$ cat src/rtl/iter_seq_pkg.sv
// Shared state encoding, defaults and bank-rotation helper for the
// power-iteration sequencer.
package iter_seq_pkg;

    typedef enum logic [1:0] {
        ST_IDLE = 2'd0,
        ST_RUN  = 2'd1,
        ST_GAP  = 2'd2,
        ST_DONE = 2'd3
    } seq_state_e;

    localparam int ITER_DEFAULT = 30;
    localparam int GAP_W        = 8;

    // Non-power-of-two bank counts are legal, so wrap explicitly instead of relying on overflow.
    function automatic int unsigned bankInc(input int unsigned bank, input int unsigned numBanks);
        return (bank + 1 >= numBanks) ? 0 : bank + 1;
    endfunction

endpackage

$ cat src/rtl/iter_watchdog.sv
// Saturating cycle counter that flags the cycle on which it would reach all-ones,
// giving the sequencer an expiry pulse while a pass is running.
module iter_watchdog #(
    parameter int TIMEOUT_W = 16
) (
    input  logic clock,
    input  logic reset,
    input  logic clear_i,
    input  logic enable_i,
    output logic expire_o
);

    localparam logic [TIMEOUT_W-1:0] CNT_MAX = '1;

    logic [TIMEOUT_W-1:0] count_q, count_d;

    always_comb begin
        count_d = count_q;
        if (clear_i) begin
            count_d = '0;
        end else if (enable_i && (count_q != CNT_MAX)) begin
            count_d = count_q + TIMEOUT_W'(1);
        end
    end

    always_ff @(posedge clock) begin
        if (reset) begin
            count_q <= '0;
        end else begin
            count_q <= count_d;
        end
    end

    // Fires on the edge that saturates the count; a clear on the same edge suppresses it.
    assign expire_o = enable_i && !clear_i && (count_q == (CNT_MAX - TIMEOUT_W'(1)));

endmodule

$ cat src/rtl/iter_sequencer.sv
// Iteration controller: runs N accumulate passes with bank rotation and idle gaps,
// exiting early on convergence, abort or watchdog timeout.
module iter_sequencer
    import iter_seq_pkg::*;
#(
    parameter int CNT_W         = 6,
    parameter int DEFAULT_ITERS = ITER_DEFAULT,
    parameter int GAP_CYCLES    = 1,
    parameter int NUM_BANKS     = 2,
    parameter int TIMEOUT_W     = 16,
    localparam int BANK_W       = $clog2(NUM_BANKS)
) (
    input  logic              clock,
    input  logic              reset,
    input  logic              in_start,
    input  logic [CNT_W-1:0]  in_iters,
    input  logic              in_abort,
    input  logic              in_accumCalcDoneFlag,
    input  logic              in_converged,
    output logic              op_enableAccumCalc,
    output logic              op_allItersDoneFlag,
    output logic              op_busy,
    output logic [CNT_W-1:0]  op_iterIdx,
    output logic [BANK_W-1:0] op_writeBank,
    output logic [BANK_W-1:0] op_readBank,
    output logic              op_convergedExit,
    output logic              op_timeout
);

    seq_state_e        state_q, state_d;
    logic [CNT_W-1:0]  iters_q, iters_d;
    logic [CNT_W-1:0]  iterIdx_q, iterIdx_d;
    logic [BANK_W-1:0] writeBank_q, writeBank_d;
    logic [BANK_W-1:0] readBank_q, readBank_d;
    logic [GAP_W-1:0]  gapCnt_q, gapCnt_d;
    logic              enable_q, enable_d;
    logic              doneFlag_q, doneFlag_d;
    logic              busy_q, busy_d;
    logic              convExit_q, convExit_d;
    logic              timeout_q, timeout_d;

    logic wdClear, wdEnable, wdExpire;

    assign wdEnable = (state_q == ST_RUN);
    assign wdClear  = (state_q != ST_RUN) || in_accumCalcDoneFlag;

    iter_watchdog #(
        .TIMEOUT_W (TIMEOUT_W)
    ) u_watchdog (
        .clock    (clock),
        .reset    (reset),
        .clear_i  (wdClear),
        .enable_i (wdEnable),
        .expire_o (wdExpire)
    );

    always_comb begin
        state_d     = state_q;
        iters_d     = iters_q;
        iterIdx_d   = iterIdx_q;
        writeBank_d = writeBank_q;
        readBank_d  = readBank_q;
        gapCnt_d    = gapCnt_q;
        enable_d    = enable_q;
        doneFlag_d  = 1'b0;
        busy_d      = busy_q;
        convExit_d  = convExit_q;
        timeout_d   = timeout_q;

        unique case (state_q)
            ST_IDLE: begin
                if (in_start && !in_abort) begin
                    iters_d    = (in_iters == '0) ? CNT_W'(DEFAULT_ITERS) : in_iters;
                    iterIdx_d  = '0;
                    convExit_d = 1'b0;
                    timeout_d  = 1'b0;
                    busy_d     = 1'b1;
                    enable_d   = 1'b1;
                    state_d    = ST_RUN;
                end
            end

            ST_RUN: begin
                if (in_abort) begin
                    enable_d = 1'b0;
                    busy_d   = 1'b0;
                    state_d  = ST_IDLE;
                end else if (in_accumCalcDoneFlag) begin
                    iterIdx_d   = iterIdx_q + CNT_W'(1);
                    writeBank_d = BANK_W'(bankInc(32'(writeBank_q), NUM_BANKS));
                    readBank_d  = writeBank_q;
                    enable_d    = 1'b0;
                    if (in_converged) begin
                        convExit_d = 1'b1;
                        state_d    = ST_DONE;
                    end else if (iterIdx_d == iters_q) begin
                        state_d = ST_DONE;
                    end else begin
                        gapCnt_d = GAP_W'(GAP_CYCLES);
                        state_d  = ST_GAP;
                    end
                end else if (wdExpire) begin
                    timeout_d = 1'b1;
                    enable_d  = 1'b0;
                    busy_d    = 1'b0;
                    state_d   = ST_IDLE;
                end
            end

            ST_GAP: begin
                if (in_abort) begin
                    busy_d  = 1'b0;
                    state_d = ST_IDLE;
                end else if (gapCnt_q == GAP_W'(1)) begin
                    enable_d = 1'b1;
                    state_d  = ST_RUN;
                end else begin
                    gapCnt_d = gapCnt_q - GAP_W'(1);
                end
            end

            ST_DONE: begin
                // The completion pulse lands on the same edge busy drops, unless aborted here.
                busy_d     = 1'b0;
                doneFlag_d = !in_abort;
                state_d    = ST_IDLE;
            end

            default: begin
                enable_d = 1'b0;
                busy_d   = 1'b0;
                state_d  = ST_IDLE;
            end
        endcase
    end

    always_ff @(posedge clock) begin
        if (reset) begin
            state_q     <= ST_IDLE;
            iters_q     <= '0;
            iterIdx_q   <= '0;
            writeBank_q <= '0;
            readBank_q  <= BANK_W'(NUM_BANKS - 1);
            gapCnt_q    <= '0;
            enable_q    <= 1'b0;
            doneFlag_q  <= 1'b0;
            busy_q      <= 1'b0;
            convExit_q  <= 1'b0;
            timeout_q   <= 1'b0;
        end else begin
            state_q     <= state_d;
            iters_q     <= iters_d;
            iterIdx_q   <= iterIdx_d;
            writeBank_q <= writeBank_d;
            readBank_q  <= readBank_d;
            gapCnt_q    <= gapCnt_d;
            enable_q    <= enable_d;
            doneFlag_q  <= doneFlag_d;
            busy_q      <= busy_d;
            convExit_q  <= convExit_d;
            timeout_q   <= timeout_d;
        end
    end

    assign op_enableAccumCalc  = enable_q;
    assign op_allItersDoneFlag = doneFlag_q;
    assign op_busy             = busy_q;
    assign op_iterIdx          = iterIdx_q;
    assign op_writeBank        = writeBank_q;
    assign op_readBank         = readBank_q;
    assign op_convergedExit    = convExit_q;
    assign op_timeout          = timeout_q;

endmodule

$ cat config.mk
export PLATFORM = sky130hd
export DESIGN_NAME = iter_sequencer
export DESIGN_NICKNAME = d
export VERILOG_FILES = /design/src/rtl/iter_seq_pkg.sv /design/src/rtl/iter_watchdog.sv /design/src/rtl/iter_sequencer.sv
export SDC_FILE = /design/constraint.sdc
export NUM_CORES = 1
export LEC_CHECK = 0
export ABC_AREA = 0
export BUFFER_PORTS_ARGS = -buffer_cell sky130_fd_sc_hd__buf_2
export CORE_MARGIN = 4
export CORE_UTILIZATION = 55
export DETAILED_ROUTE_END_ITERATION = 16
export PLACE_DENSITY_LB_ADDON = 0.1
export SLEW_MARGIN = 20
export SYNTH_ARGS = -nofsm -noshare
export SYNTH_HDL_FRONTEND = slang
export SYNTH_HIERARCHICAL = 1
export SYNTH_SLANG_ARGS = --single-unit
$ cat constraint.sdc
create_clock -name clock -period 2.48 [get_ports clock]
set_input_delay 0.248 -clock clock [delete_from_list [all_inputs] [get_ports clock]]
set_output_delay 0.248 -clock clock [all_outputs]
set_load 0.02 [all_outputs]
After elaboration in Yosys (flattened, before gate mapping)
Index checks and enable logic that the tools add are counted.
Storage, ports and cells
  word-level logic and storage cells: 108
  bits of input ports: 12
  flip-flop bits (word level): 45
  output and inout port bits: 13
Operators by class
  multiplexer cells: 42
  eq/ne operators: 24
  add/subtract/negate cells: 4
  bitwise logic cells: 2
  $lt $le $gt $ge: 1
  reductions and logical operators: 23
Operator list (count)
  two-way mux 8 bit: 6
  two-way mux 6 bit: 4
  inequality test 2 bit, second input constant: 12
  two-way mux 1 bit: 19
  adder 16 x 1 -> 16 bit, second input constant: 1
  == test 16 bit, second input constant: 1
  inequality test 16 bit, second input constant: 1
  case mux 8 bit (2 select lines): 1
  AND reduction 5 bit: 3
  two-way mux 2 bit: 6
  case mux 6 bit (2 select lines): 1
  inequality test 3 bit, second input constant: 3
  == test 8 x 1 -> 1 bit, second input constant: 1
  case mux 2 bit (4 select lines): 1
  AND reduction 4 bit: 2
  subtractor 8 x 1 -> 8 bit, second input constant: 1
  AND reduction 7 bit: 1
  adder 6 x 1 -> 6 bit, second input constant: 1
  == test 6 bit: 1
  zero test 6 bit: 1
  AND reduction 3 bit: 2
  == test 2 bit, second input constant: 2
  logical AND 1 bit: 4
  inequality test 4 bit, second input constant: 1
  15 further kinds: 20

Longest topological paths before layout
  word-level depth: 9
  depth in mapped cells: 9
  gate-level depth less buffers: 8

Cells and area by module
The synthesis kept the hierarchy.
By module, submodules not included
  iter_sequencer: area each 1712.9 µm², cells each 220, instances 1, sequential area each 580.6 µm²
  iter_watchdog: area each 879.6 µm², cells each 106, instances 1, sequential area each 320.3 µm²

Worst setup path after synthesis
Ideal clock, no wire load.
  path type: register to register
  start: register state_q[0]
  end: register state_q[0]
  arrival time: 1.973 ns
  data required time: 2.406 ns
  setup time: 0.074 ns
  stages on the path, launching flop included: 10
  period minus slack after synthesis: 2.047 ns
  setup slack: 0.433 ns
  path buffers: 1
  path through: dfxtp_1 > buf_4 > nor2b_1 > nand2b_1 > nand4b_1 > nor4_1 > o32a_1 > o22ai_1 > a21o_1 > a31oi_1
On the way
  cells in the longest elaborated chain, start to end: 7
  elaborated cells on any way between the ends: 14
  those cells by class: eq/ne (7); mux (1); reduce/logical (6)
Ends and longest elaborated chain
  start: declaration: RTL line iter_sequencer.sv:30  | seq_state_e state_q, state_d;
  start signal: assignment: RTL line iter_sequencer.sv:151  | state_q <= state_d;
  inequality test 2 x 1 -> 1 bit: RTL line iter_sequencer.sv:45  | assign wdClear = (state_q != ST_RUN) || in_accumCalcDoneFlag;
  logical OR 1 bit: RTL line iter_sequencer.sv:45
  net wdClear: RTL line iter_sequencer.sv:42  | logic wdClear, wdEnable, wdExpire;
  zero test 1 bit: RTL line iter_watchdog.sv:35  | assign expire_o = enable_i && !clear_i && (count_q == (CNT_MAX - TIMEOUT_W'(1)));
  logical AND 1 bit (2 in a row): RTL line iter_watchdog.sv:35
  net wdExpire: RTL line iter_sequencer.sv:42
  inequality test 4 bit (no line)
  AND reduction 3 bit (no line)
The timed path passes the listed nets, and every way through them passes these cells.
A chain may end at the register's enable or synchronous reset.

Worst setup path after layout
  start: register state_q[0]
  end: register state_q[0]
On the way
  cells in the longest elaborated chain, start to end: 7
  elaborated cells on any way between the ends: 14
  those cells by class: eq/ne (7); mux (1); reduce/logical (6)
Ends and longest elaborated chain (RTL line)
  inequality test 2 x 1 -> 1 bit: iter_sequencer.sv:45
  logical OR 1 bit: iter_sequencer.sv:45
  zero test 1 bit: iter_watchdog.sv:35
  logical AND 1 bit (*) (2 in a row): iter_watchdog.sv:35
  net wdExpire: iter_sequencer.sv:42
  inequality test 4 bit (no line) (*)
  AND reduction 3 bit (no line) (*)
The timed path passes the listed nets; every way through them passes the cells marked *.

==> metrics.md <==
| Metric | Value |
|---|---|
| Status | `finished clean` |
| Unique masters post-synth | `64` |
| WL/cell | `15.1 microns` |
| Startpoint types | `flop` |
| Post-synth EDFFs | `0` |
| Setup Crit Path Kind | `reg2reg` |
| #FFs+latches synth | `45` |
| Antenna violations before repair | `0` |
| First-pass GRT wire length | `10,600 microns` |
| First-pass DRT Iterations | `4` |
| Worst-path maximum fanout | `14` |
| Critical Path AT | `2310 ps` |
| Crit path time final | `2070 ps` |
| Final setup viols | `0` |
| Antenna Cells | `0` |
| Primary FF master, synth | `dfxtp_1` |
| Root Driver | `clkbuf_8` |
| Peak supply drop | `0.387 mV` |
| WP data required | `2720 ps` |
| Clk sinks | `45` |
| Commonest non-fill, non-tap cell in the layout | `dfxtp_1` |
| Total leakage power | `1.04 nW` |
| Initial Util | `58.3%` |
| Post_cts resized | `0` |
| Mapped Nets | `343` |
| Grt met2 use | `35.9%` |
| Synth Instances | `326` |
| Dominant cells by area after synthesis | `dfxtp_1, a21oi_1, nor2_1` |
| Die area | `5880 sq um` |
| Area growth syn-to-layout | `10.4%` |
| Port bufs | `24` |
| Mapped Area | `2590 sq um` |
| Slew Limit Fails | `0` |
| Layout cells sized above 1 | `15.1%` |
| Die Wd | `76.7 microns` |
| GP Congestion | `0.935` |
| Most frequent cells in the layout | `dfxtp_1, a21oi_1, nor2_1` |
| Starting DRT DRC Count | `151` |
| Row count | `24` |
| TNS Setup | `0 ps` |
| Syn Area/Cell | `7.95 sq um` |
| Net count, final | `366` |
| Skew final | `8.37 ps` |
| Post-CTS setup buffers | `0` |
| Synth warn | `6` |
| Routed wire length | `6050 microns` |
| RSZ-0062 raised after global routing | `no` |
| M1 GR Usage | `27.8%` |
| Cell accounting for the most synthesized area | `dfxtp_1` |
| Max_slew headroom | `62.0%` |
| Min-delay worst type | `in2reg` |
| PwrDens | `533 nW/um^2` |
| Top cell type's share of synthesized area | `34.7%` |
| GRT met3 Usage | `3.86%` |
| Register area share after synthesis | `34.7%` |
| Final hold violations | `0` |
| Core ar. | `4440 sq um` |
| Largest net degree at the start of global routing | `19` |
| Most crowded layer after global routing | `met2` |
| Pwr Total | `1.52 mW` |
| CP endpoint kind | `flop` |
| DP HPWL | `4430 microns` |
| Worst Max-Slew Pin Slew | `565 ps` |
| Clock Tree Buf Depth | `2` |
| Gr ovfl total | `0` |
| I/O pins | `25` |
| Vias | `2,440` |
| Period utilization | `83.4%` |
| CTS tree | `yes` |
| H-Tree Depth | `2` |
| Via density | `6.07` |
| CTS Buf Count | `5` |
| Dpl ws | `452 ps` |
| DR DRC count | `0` |
| Max Cap Viol | `0` |
| Asr flop ratio synth | `0%` |
| Post-DRT Antenna Nets | `0` |
| F_max | `0.483 GHz` |
| Worst setup margin | `411 ps` |
| Die Height | `76.7 microns` |
| Vias in the first global route | `2,317` |
| Cts hold-fix bufs | `0` |
| Gr usage total | `21.4%` |
| Clock Pin Slew Worst Setup and Hold Paths | `80 ps` |
| Worst skew pair latency | `300 ps` |
==> cell families (layout without fill, tap and decap cells) <==
group           count (synthesis)  after routing  share of synthesized area (%)
fa+ha+maj                       5              5                           2.41
mux                             3              3                           1.16
compound gates                 93             93                           22.6
xor+xnor                        7              7                           2.36
buf+inv                        26             50                           4.87
flops                          45             45                           34.7
simple gates                  147            147                           31.8
==> path summary, 6_finish.rpt <==
path	startpoint	end	cells past startpoint	slack, ps
setup / recovery	state_q[0]$_SDFFE_PP0P_	state_q[0]$_SDFFE_PP0P_	8	410
hold / removal	in_iters[2]	iters_q[2]$_SDFFE_PP0P_	3	200
setup reg to reg	state_q[0]$_SDFFE_PP0P_	state_q[0]$_SDFFE_PP0P_	8	410
hold reg to reg	op_convergedExit$_SDFFE_PP0P_	op_convergedExit$_SDFFE_PP0P_	2	480
==> power by group <==
| part | internal [mW] | switching [mW] | total (mW) |
|---|---|---|---|
| clock network | 0.329 | 0.247 | 0.576 |
| logic | 0.0734 | 0.120 | 0.194 |
| registers | 0.741 | 0.0143 | 0.755 |
==> Yosys cell counts, types with 4 or more instances <==
cell type and count:
a31oi_1 5, or3_1 12, ha_1 5, nand3_1 9, o31ai_1 4, nand2b_1 4
nor2b_1 4, nor3_1 14, nand2_1 25, nand4_1 8, xnor2_1 5, and2_1 5
clkbuf_1 8, dfxtp_1 45, nor4_1 4, a21oi_1 33, o21ai_0 23, o41ai_1 4
nor2_1 32, inv_1 11
==> state kept, by name, summed over array words and instances, names as in the netlist, 2 cells and up <==
register and flops:
u_watchdog/count_q 16, op_iterIdx 6, state_q 2, iters_q 6, gapCnt_q 8
==> stage by stage <==
| step | hold slack (ps) | util, % | instances | instance area [sq um] |
|---|---|---|---|---|
| final | 195 | 64.4 | 402 | 2860 |
| after global routing | 192 | 64.4 | 402 | 2860 |
| after CTS | 186 | 64.4 | 402 | 2860 |
| after detailed placement | 459 | 61.8 | 394 | 2750 |
| after global placement | 462 | 61.8 | 394 | 2750 |
| after floorplan | 381 | - | 326 | 2590 |
==> worst max-delay path: stages, from the launching register on <==
cell,delay (ps)
dfxtp_1,330
nor2b_1,170
buf_4,240
nand2_4,80
nor4_1,540
o32a_1,260
o22ai_1,70
a21o_1,190
a31oi_1,120
==> metal layers <==
metal	part of all wire [%]	wire length [microns]
met1	48	2930
met2	47	2860
met3	3.1	185
met4	1.3	79
met5	0	0
==> final cells by class <==
class | instances | area, sq um
Tap cell | 52 | 65.1
Clock inverter | 1 | 30.0
Sequential cell | 45 | 901
Timing Repair Buffer | 31 | 173
Multi-Input combinational cell | 255 | 1570
Inverter | 11 | 41.3
Clock buffer | 7 | 86.3
Fill cell | 427 | 1580
No activity file was read; power rests on OpenSTA's default activity.
